$ cat config.mk
export PLATFORM = sky130hd
export DESIGN_NAME = id_ex_stage
export DESIGN_NICKNAME = d
export VERILOG_FILES = /design/src/rtl/id_ex_stage.sv
export SDC_FILE = /design/constraint.sdc
export NUM_CORES = 1
export LEC_CHECK = 0
export BUFFER_PORTS_ARGS = -buffer_cell sky130_fd_sc_hd__clkbuf_2
export CAP_MARGIN = 40
export CORE_UTILIZATION = 30
export DETAILED_ROUTE_END_ITERATION = 16
export GPL_TIMING_DRIVEN = 0
export SLEW_MARGIN = 20
export SYNTH_ARGS = -nofsm -noshare
export SYNTH_HDL_FRONTEND = slang
export SYNTH_SLANG_ARGS = --single-unit
export TNS_END_PERCENT = 50
$ cat constraint.sdc
create_clock -name clk -period 1.93 [get_ports clk]
set_input_delay 0.2895 -clock clk [delete_from_list [all_inputs] [get_ports clk]]
set_output_delay 0.2895 -clock clk [all_outputs]
set_load 0.02 [all_outputs]
$ cat src/rtl/id_ex_stage.sv
// ============================================================================
// Module   : id_ex_stage
// Brief    : Decode-to-execute pipeline register with valid/ready handshake
//            and a two-entry (main + skid) buffer. Optional stall counter
//            enabled by defining IDEX_STATS_EN.
// Revision : 1.0 - initial release
// ============================================================================
`default_nettype none

module id_ex_stage #(
    parameter int DATA_W     = 32,
    parameter int REG_ADDR_W = 4,
    parameter int CTRL_W     = 8
) (
    input  logic                  clk,
    input  logic                  rst,
    input  logic                  flush,
    input  logic                  in_valid,
    output logic                  in_ready,
    input  logic [DATA_W-1:0]     in_pc,
    input  logic [DATA_W-1:0]     in_rd1,
    input  logic [DATA_W-1:0]     in_rd2,
    input  logic [DATA_W-1:0]     in_imm,
    input  logic [REG_ADDR_W-1:0] in_rd_addr,
    input  logic [CTRL_W-1:0]     in_ctrl,
`ifdef IDEX_STATS_EN
    output logic [31:0]           stall_cycles,
`endif
    output logic                  out_valid,
    input  logic                  out_ready,
    output logic [DATA_W-1:0]     out_pc,
    output logic [DATA_W-1:0]     out_rd1,
    output logic [DATA_W-1:0]     out_rd2,
    output logic [DATA_W-1:0]     out_imm,
    output logic [REG_ADDR_W-1:0] out_rd_addr,
    output logic [CTRL_W-1:0]     out_ctrl
);

    typedef struct packed {
        logic [DATA_W-1:0]     pc;
        logic [DATA_W-1:0]     rd1;
        logic [DATA_W-1:0]     rd2;
        logic [DATA_W-1:0]     imm;
        logic [REG_ADDR_W-1:0] rd_addr;
        logic [CTRL_W-1:0]     ctrl;
    } payload_t;

    typedef enum logic [1:0] {
        ST_EMPTY = 2'd0,
        ST_ONE   = 2'd1,
        ST_FULL  = 2'd2
    } state_t;

    state_t   r_state;
    payload_t r_main;
    payload_t r_skid;
    logic     r_in_ready;
    logic     r_out_valid;

    payload_t w_in_pay;
    logic     w_in_fire;
    logic     w_out_fire;

    assign w_in_pay   = '{pc: in_pc, rd1: in_rd1, rd2: in_rd2, imm: in_imm,
                          rd_addr: in_rd_addr, ctrl: in_ctrl};
    assign w_in_fire  = in_valid & r_in_ready;
    assign w_out_fire = r_out_valid & out_ready;

    // Handshake flags are registered alongside the state so in_ready never
    // depends combinationally on out_ready.
    always_ff @(posedge clk) begin
        if (rst) begin
            r_state     <= ST_EMPTY;
            r_in_ready  <= 1'b1;
            r_out_valid <= 1'b0;
            r_main      <= '0;
            r_skid      <= '0;
        end else if (flush) begin
            r_state     <= ST_EMPTY;
            r_in_ready  <= 1'b1;
            r_out_valid <= 1'b0;
        end else begin
            case (r_state)
                ST_EMPTY: begin
                    if (w_in_fire) begin
                        r_main      <= w_in_pay;
                        r_state     <= ST_ONE;
                        r_out_valid <= 1'b1;
                    end
                end
                ST_ONE: begin
                    if (w_in_fire && w_out_fire) begin
                        r_main <= w_in_pay;
                    end else if (w_in_fire) begin
                        r_skid     <= w_in_pay;
                        r_state    <= ST_FULL;
                        r_in_ready <= 1'b0;
                    end else if (w_out_fire) begin
                        r_state     <= ST_EMPTY;
                        r_out_valid <= 1'b0;
                    end
                end
                ST_FULL: begin
                    if (w_out_fire) begin
                        r_main     <= r_skid;
                        r_state    <= ST_ONE;
                        r_in_ready <= 1'b1;
                    end
                end
                default: begin
                    r_state     <= ST_EMPTY;
                    r_in_ready  <= 1'b1;
                    r_out_valid <= 1'b0;
                end
            endcase
        end
    end

    assign in_ready    = r_in_ready;
    assign out_valid   = r_out_valid;
    assign out_pc      = r_main.pc;
    assign out_rd1     = r_main.rd1;
    assign out_rd2     = r_main.rd2;
    assign out_imm     = r_main.imm;
    assign out_rd_addr = r_main.rd_addr;
    // A bubble must look like a NOP to execute.
    assign out_ctrl    = r_out_valid ? r_main.ctrl : '0;

`ifdef IDEX_STATS_EN
    logic [31:0] r_stall_cnt;

    always_ff @(posedge clk) begin
        if (rst) begin
            r_stall_cnt <= 32'd0;
        end else if (r_out_valid && !out_ready && (r_stall_cnt != 32'hFFFF_FFFF)) begin
            r_stall_cnt <= r_stall_cnt + 32'd1;
        end
    end

    assign stall_cycles = r_stall_cnt;
`endif

endmodule

`default_nettype wire

# Yosys cells after proc, flatten, opt, wreduce, memory -nomap -nowiden
# Cells that the tools add are included.
# Widths: inputs -> output; s select.
[word_totals] regBits=284 input_bits=145 output_inout_bits=142 elab_cells=60
[classes] eq_ne=10 n_mux=20 n_bitwise=6 n_reduce_logical=9
[op_table] op="$mux 140" n=3
[op_table] op="$pmux 140 s3" n=1
[op_table] op="$ne 2x2->1 const B" n=7
[op_table] op="$reduce_and 4->1" n=3
[op_table] op="$mux 2" n=5
[op_table] op="$reduce_and 5->1" n=2
[op_table] op="$mux 8" n=1
[op_table] op="$mux 1" n=7
[op_table] op="$pmux 1 s3" n=2
[op_table] op="$pmux 2 s3" n=1
[op_table] op="$not 1->1" n=4
[op_table] op="$ne 3x3->1 const B" n=1
[op_table] op="$reduce_bool 3->1" n=1
[op_table] op="$and 1x1->1" n=2
[op_table] op="$eq 2x1->1 const B" n=1
[op_table] op="$eq 2x2->1 const B" n=1
[op_table] op="$logic_not 2->1" n=1
[op_table] op="$reduce_or 2->1" n=1
[op_table] op="$logic_and 1x1->1" n=1

# Longest topological paths before layout
[depth] depth_word=5 ltp_mapped=8 ltp_nobuf=3

# Worst setup path before layout
# No wires, ideal clock.
[synth_path] path_type="register -> register" start="register r_out_valid, in the netlist out_valid" end="register r_main (netlist bit out_imm[0])" arrival_ps=1686 required_ps=1849 slack_ps=162 stages_incl_launch_ff=8 n_path_buf=4 synth_period_minus_slack_ps=1768 path_cell_list="dfxtp_1 buf_2 and4b_1 buf_2 buf_2 clkbuf_1 a221oi_1 a211oi_2"
[synth_via] elab_chain_len=4
[synth_rtl] item="start: declaration" line_no="58" rtl="logic r_out_valid;"
[synth_rtl] item="start signal: assignment" line_no="75" rtl="r_out_valid <= 1'b0;"
[synth_rtl] item="start signal: assignment" line_no="81" rtl="r_out_valid <= 1'b0;"
[synth_rtl] item="start signal: assignment" line_no="88" rtl="r_out_valid <= 1'b1;"
[synth_rtl] item="$and 1x1->1 (*)" line_no="67" rtl="assign w_out_fire = r_out_valid & out_ready;"
[synth_rtl] item="$logic_and 1x1->1" line_no="92" rtl="if (w_in_fire && w_out_fire) begin"
[synth_rtl] item="$ne 2x2->1 (no line)"
[synth_rtl] item="$reduce_and 5->1 (no line) (*)"
[synth_rtl] item="end signal: assignment" line_no="86" rtl="r_main <= w_in_pay;"
[synth_rtl] item="end signal: assignment" line_no="93" rtl="r_main <= w_in_pay;"
[synth_rtl] item="end signal: assignment" line_no="105" rtl="r_main <= r_skid;"
[synth_rtl] item="end: declaration" line_no="55" rtl="payload_t r_main;"
# Every way passes the cells marked *; elsewhere a longest branch is shown, timed or not.
# A chain may end at the register's enable or synchronous reset.

# Worst setup path after layout
[layout_path] start="register r_state[1]" end="register r_main (netlist bit out_rd1[7])"
[layout_via] elab_chain_len=3
[layout_rtl] item="start: declaration" line_no="54" rtl="state_t r_state;"
[layout_rtl] item="start signal: assignment" line_no="73" rtl="r_state <= ST_EMPTY;"
[layout_rtl] item="start signal: assignment" line_no="79" rtl="r_state <= ST_EMPTY;"
[layout_rtl] item="start signal: assignment" line_no="87" rtl="r_state <= ST_ONE;"
[layout_rtl] item="$eq 2x1->1 (tied with other cells)" line_no="83" rtl="case (r_state)"
[layout_rtl] item="$ne 2x2->1 (no line) / $reduce_bool 3->1 (equally long branches)"
[layout_rtl] item="$reduce_and 5->1 (no line)"
# Several ways; a longest one is shown, not always the timed one.

==> results.py <==
metrics = {
    "run": {
        "cap_violations": 0,
    },
    "place": {
        "dp_slack_ns": -0.653,
        "port_buffers": 284,
        "hpwl_microns": 33200,
        "placed_area_sq_um": 16300,
        "gp_congestion": 0.830,
    },
    "yosys": {
        "yosysSeqAreaShare": 0.404,
        "synthTopCellsByArea": "dfxtp_1 (40%), mux2i_1 (10%), a211oi_2 (8.9%)",
        "synth_area_sq_um": 14100,
        "syn_nets": 1626,
        "synth_warnings": 0,
        "yosysTopAreaCellShare": 0.404,
        "syn_avg_cell_area_sq_um": 9.50,
        "synth_top_area_cell": "dfxtp_1",
        "ys_types": 33,
        "syn_inst": 1481,
        "ys_ff_latch": 284,
    },
    "route": {
        "drt-vias-per-instance": 5.32,
        "drt-total-wl_microns": 48700,
        "via_count": 13500,
        "first_pass_iters": 5,
        "post_drt_wl_per_cell_microns": 19.1,
        "drtIter0Drc": 1161,
        "ant_nets": 0,
        "drc": 0,
    },
    "die": {
        "die_y_microns": 219,
        "ios": 287,
        "die_w_microns": 219,
        "initial_utilization": 0.307,
        "core_area_sq_um": 45800,
        "std_cell_rows": 78,
        "die_area_sq_um": 47700,
    },
    "min_path": {
        "hold_class": "primary input to flop",
        "holdPathEnd": "r_skid[99]$_SDFFE_PP0P_",
        "whs_path_depth": 3,
        "worstHoldStart": "in_rd1[23]",
    },
    "pwr": {
        "leakagePower_nw": 8.18,
        "intPower_mw": 11.1,
        "netSwitchingFraction": 0.282,
        "switching_power_mw": 4.38,
        "clock_power_share": 0.411,
        "report.power.total_mw": 15.5,
        "power_frac_seq": 0.406,
        "pwr-share-comb": 0.183,
        "vdd_ir_drop_max_v": 0.000552,
        "power.density_nw_per_um2": 814,
    },
    "grt": {
        "grt_antenna_before_repair": 3,
        "grt_use_total": 0.196,
        "grt_first_pass_wirelength_microns": 73200,
        "grt_pass1_vias": 13000,
        "grt_max_degree": 12,
        "grt-ovfl-total": 0,
    },
    "critical_path": {
        "r2r-end": "out_rd1[7]$_SDFFE_PP0P_",
        "required_ns": 2.32,
        "r2r_start": "r_state[1]$_SDFFE_PP0P_",
        "critical_path_class": "flop to flop",
        "regToRegSetupSlack_ns": 0.02,
        "worstRegToRegCells": 7,
        "cp_max_fo": 10,
        "end_kind": "flop",
        "startpoint_type": "flop",
        "crit_arrival_ns": 2.31,
    },
    "cts": {
        "cts_tree": "done",
        "cts_buffers": 35,
        "insertion_delay_ns": 0.54,
        "clk_path_buf_depth": 3,
        "root_buffer": "clkbuf_16",
        "cts.htree.levels": 2,
        "clkTransAtPathRegs_ns": 0.06,
        "clock-sinks": 284,
    },
    "sta": {
        "finalWorstSetupSlack_ns": 0.0168,
        "finalHoldViolations": 0,
        "setup_tns_ns": 0,
        "finClkSkew_ns": 0.0181,
        "period_needed_ns": 1.91,
        "post-route-period-util": 0.991,
        "rsz0062_at_grt": "yes",
        "drv_slew": 0,
        "worstMarginPinSlew_ns": 0.750,
        "relSlewSlack": 0.500,
        "setup_viol": 0,
        "clock.fmax_mhz": 523,
    },
    "finish": {
        "drive_gt1_frac": 0.373,
        "fin_util": 0.416,
        "nets": 2062,
        "area_delta_synth_final_pct": 35.5,
        "multi_input_area_sq_um": 6810,
        "finalInstanceArea_sq_um": 19100,
        "regArea_sq_um": 5690,
        "fill_cells": 4499,
    },
    "status": {
        "outcome": "finished, final reports clean",
    },
}
==> power by group through the flow <==
stage	Combinational, mW	Sequential [mW]	Clock (mW)
finish	2.84	6.30	6.37
global route	3.04	6.32	6.77
floorplan	1.71	6.35	0
global placement	2.48	6.41	0
CTS	2.76	6.28	6.50
detailed placement	2.52	6.41	0
==> stage by stage <==
step | std cells | hold WS (ns)
6_report | 2546 | 0.0177
5_1_grt | 2544 | 0.0134
4_1_cts | 2540 | 0.000273
3_5_place_dp | 2367 | 0.466
3_3_place_gp | 2365 | 0.459
2_1_floorplan | 1481 | 0.437
==> sequential cells by signal, indices dropped and copies added, names as in the netlist <==
| name | flops |
|---|---|
| out_rd2 | 32 |
| out_rd_addr | 4 |
| r_main | 8 |
| in_ready | 1 |
| out_imm | 32 |
| r_skid | 140 |
| out_valid | 1 |
| out_rd1 | 32 |
| r_state | 2 |
| out_pc | 32 |
==> layout by cell type, fill, tap and decap left out, types with 4 or more instances in the layout <==
cell / count
buf_6: 23
buf_1: 8
clkinv_2: 5
clkbuf_16: 36
dlygate4sd3_1: 111
dfxtp_1: 282
a211oi_1: 41
and2_1: 8
nand3_1: 141
a221oi_1: 101
a221oi_2: 40
a211oi_2: 100
clkbuf_1: 89
mux2i_1: 140
a21oi_1: 142
buf_12: 4
clkbuf_4: 9
buf_2: 24
o21ai_0: 139
buf_4: 150
diode_2: 4
clkbuf_2: 310
clkbuf_8: 9
==> routing by layer <==
| layer | global-route usage | vias up | share of wire |
|---|---|---|---|
| met1 | 0.264 | 6618 | 0.45 |
| met3 | 0.0251 | 82 | 0.053 |
| met2 | 0.314 | 457 | 0.47 |
| met5 | 0 | - | 0 |
| li1 | - | 6386 | - |
| met4 | 0.0790 | 0 | 0.026 |
==> worst max-delay path by stage <==
stage                            startpoint                  endpoint  slack (ns)  cells after the start
floorplan            out_valid$_SDFFE_PP0P_   out_imm[0]$_SDFFE_PP0P_        0.16                      7
global route        r_state[1]$_SDFFE_PP0P_  out_imm[21]$_SDFFE_PP0P_       -0.06                      6
finish              r_state[1]$_SDFFE_PP0P_   out_rd1[7]$_SDFFE_PP0P_        0.02                      7
CTS                  out_valid$_SDFFE_PP0P_  out_rd2[26]$_SDFFE_PP0P_       0.005                      7
global placement    r_state[0]$_SDFFE_PP0P_   r_skid[84]$_SDFFE_PP0P_       -0.98                      5
detailed placement   out_valid$_SDFFE_PP0P_   r_skid[84]$_SDFFE_PP0P_       -0.65                      6
==> worst max-delay path: stages, from the launching register on <==
cell and delay, ns:
dfxtp_1 0.31, clkbuf_4 0.18, and4bb_2 0.27, buf_12 0.16
buf_12 0.16, buf_2 0.20, a221oi_1 0.41, a211oi_2 0.08
==> synthesized netlist by cell type <==
master and instances:
a221oi_1 141, and3b_1 1, a211oi_1 41, o21bai_1 2
a211oi_2 100, and4bb_2 1, nand4_1 1, o21ai_0 140
and4b_1 1, nand2_1 1, dfxtp_1 284, a21bo_2 1
buf_1 9, a21boi_1 1, a311oi_1 1, nand3_1 141
a2bb2oi_1 1, and3_1 1, buf_2 46, a22o_1 1
buf_4 134, buf_6 11, or2_2 2, and2_1 8
inv_1 1, a21bo_1 1, clkinv_1 1, nor2_1 1
clkbuf_1 122, nand2b_1 1, nand4bb_1 1, a21oi_1 143
mux2i_1 140
==> repair_timing <==
action | 4_1_cts | 5_1_grt
gates resized for setup | 76 | 108
setup buffers | 1 | 1
hold endpoints to repair | 111 | 0
endpoints found under the setup margin | 289 | 228
hold buffers | 111 | 0
pin swaps | 1 | 0
==> cell families (layout without fill, tap and decap cells) <==
kind of cell	Yosys count	in the layout	synth area share
multiplexers	140	140	0.0997
AO/OA/AOI/OAI	573	573	0.304
flip-flops	284	284	0.404
other	0	4	0
AND/OR/NAND/NOR	160	160	0.0595
buffers and inverters	324	785	0.132
==> cell type report <==
| cell class | count | share of cell area |
|---|---|---|
| clock inverters | 8 | 0.00302 |
| repair buffers | 400 | 0.135 |
| well taps | 600 | 0.0394 |
| plain buffers | 321 | 0.110 |
| flip-flops and latches | 284 | 0.298 |
| multi-input cells | 873 | 0.357 |
| diodes | 4 | 0.000525 |
| inverters | 2 | 0.000394 |
| clock buffers | 54 | 0.0550 |
(Power assumes the default switching activity.)
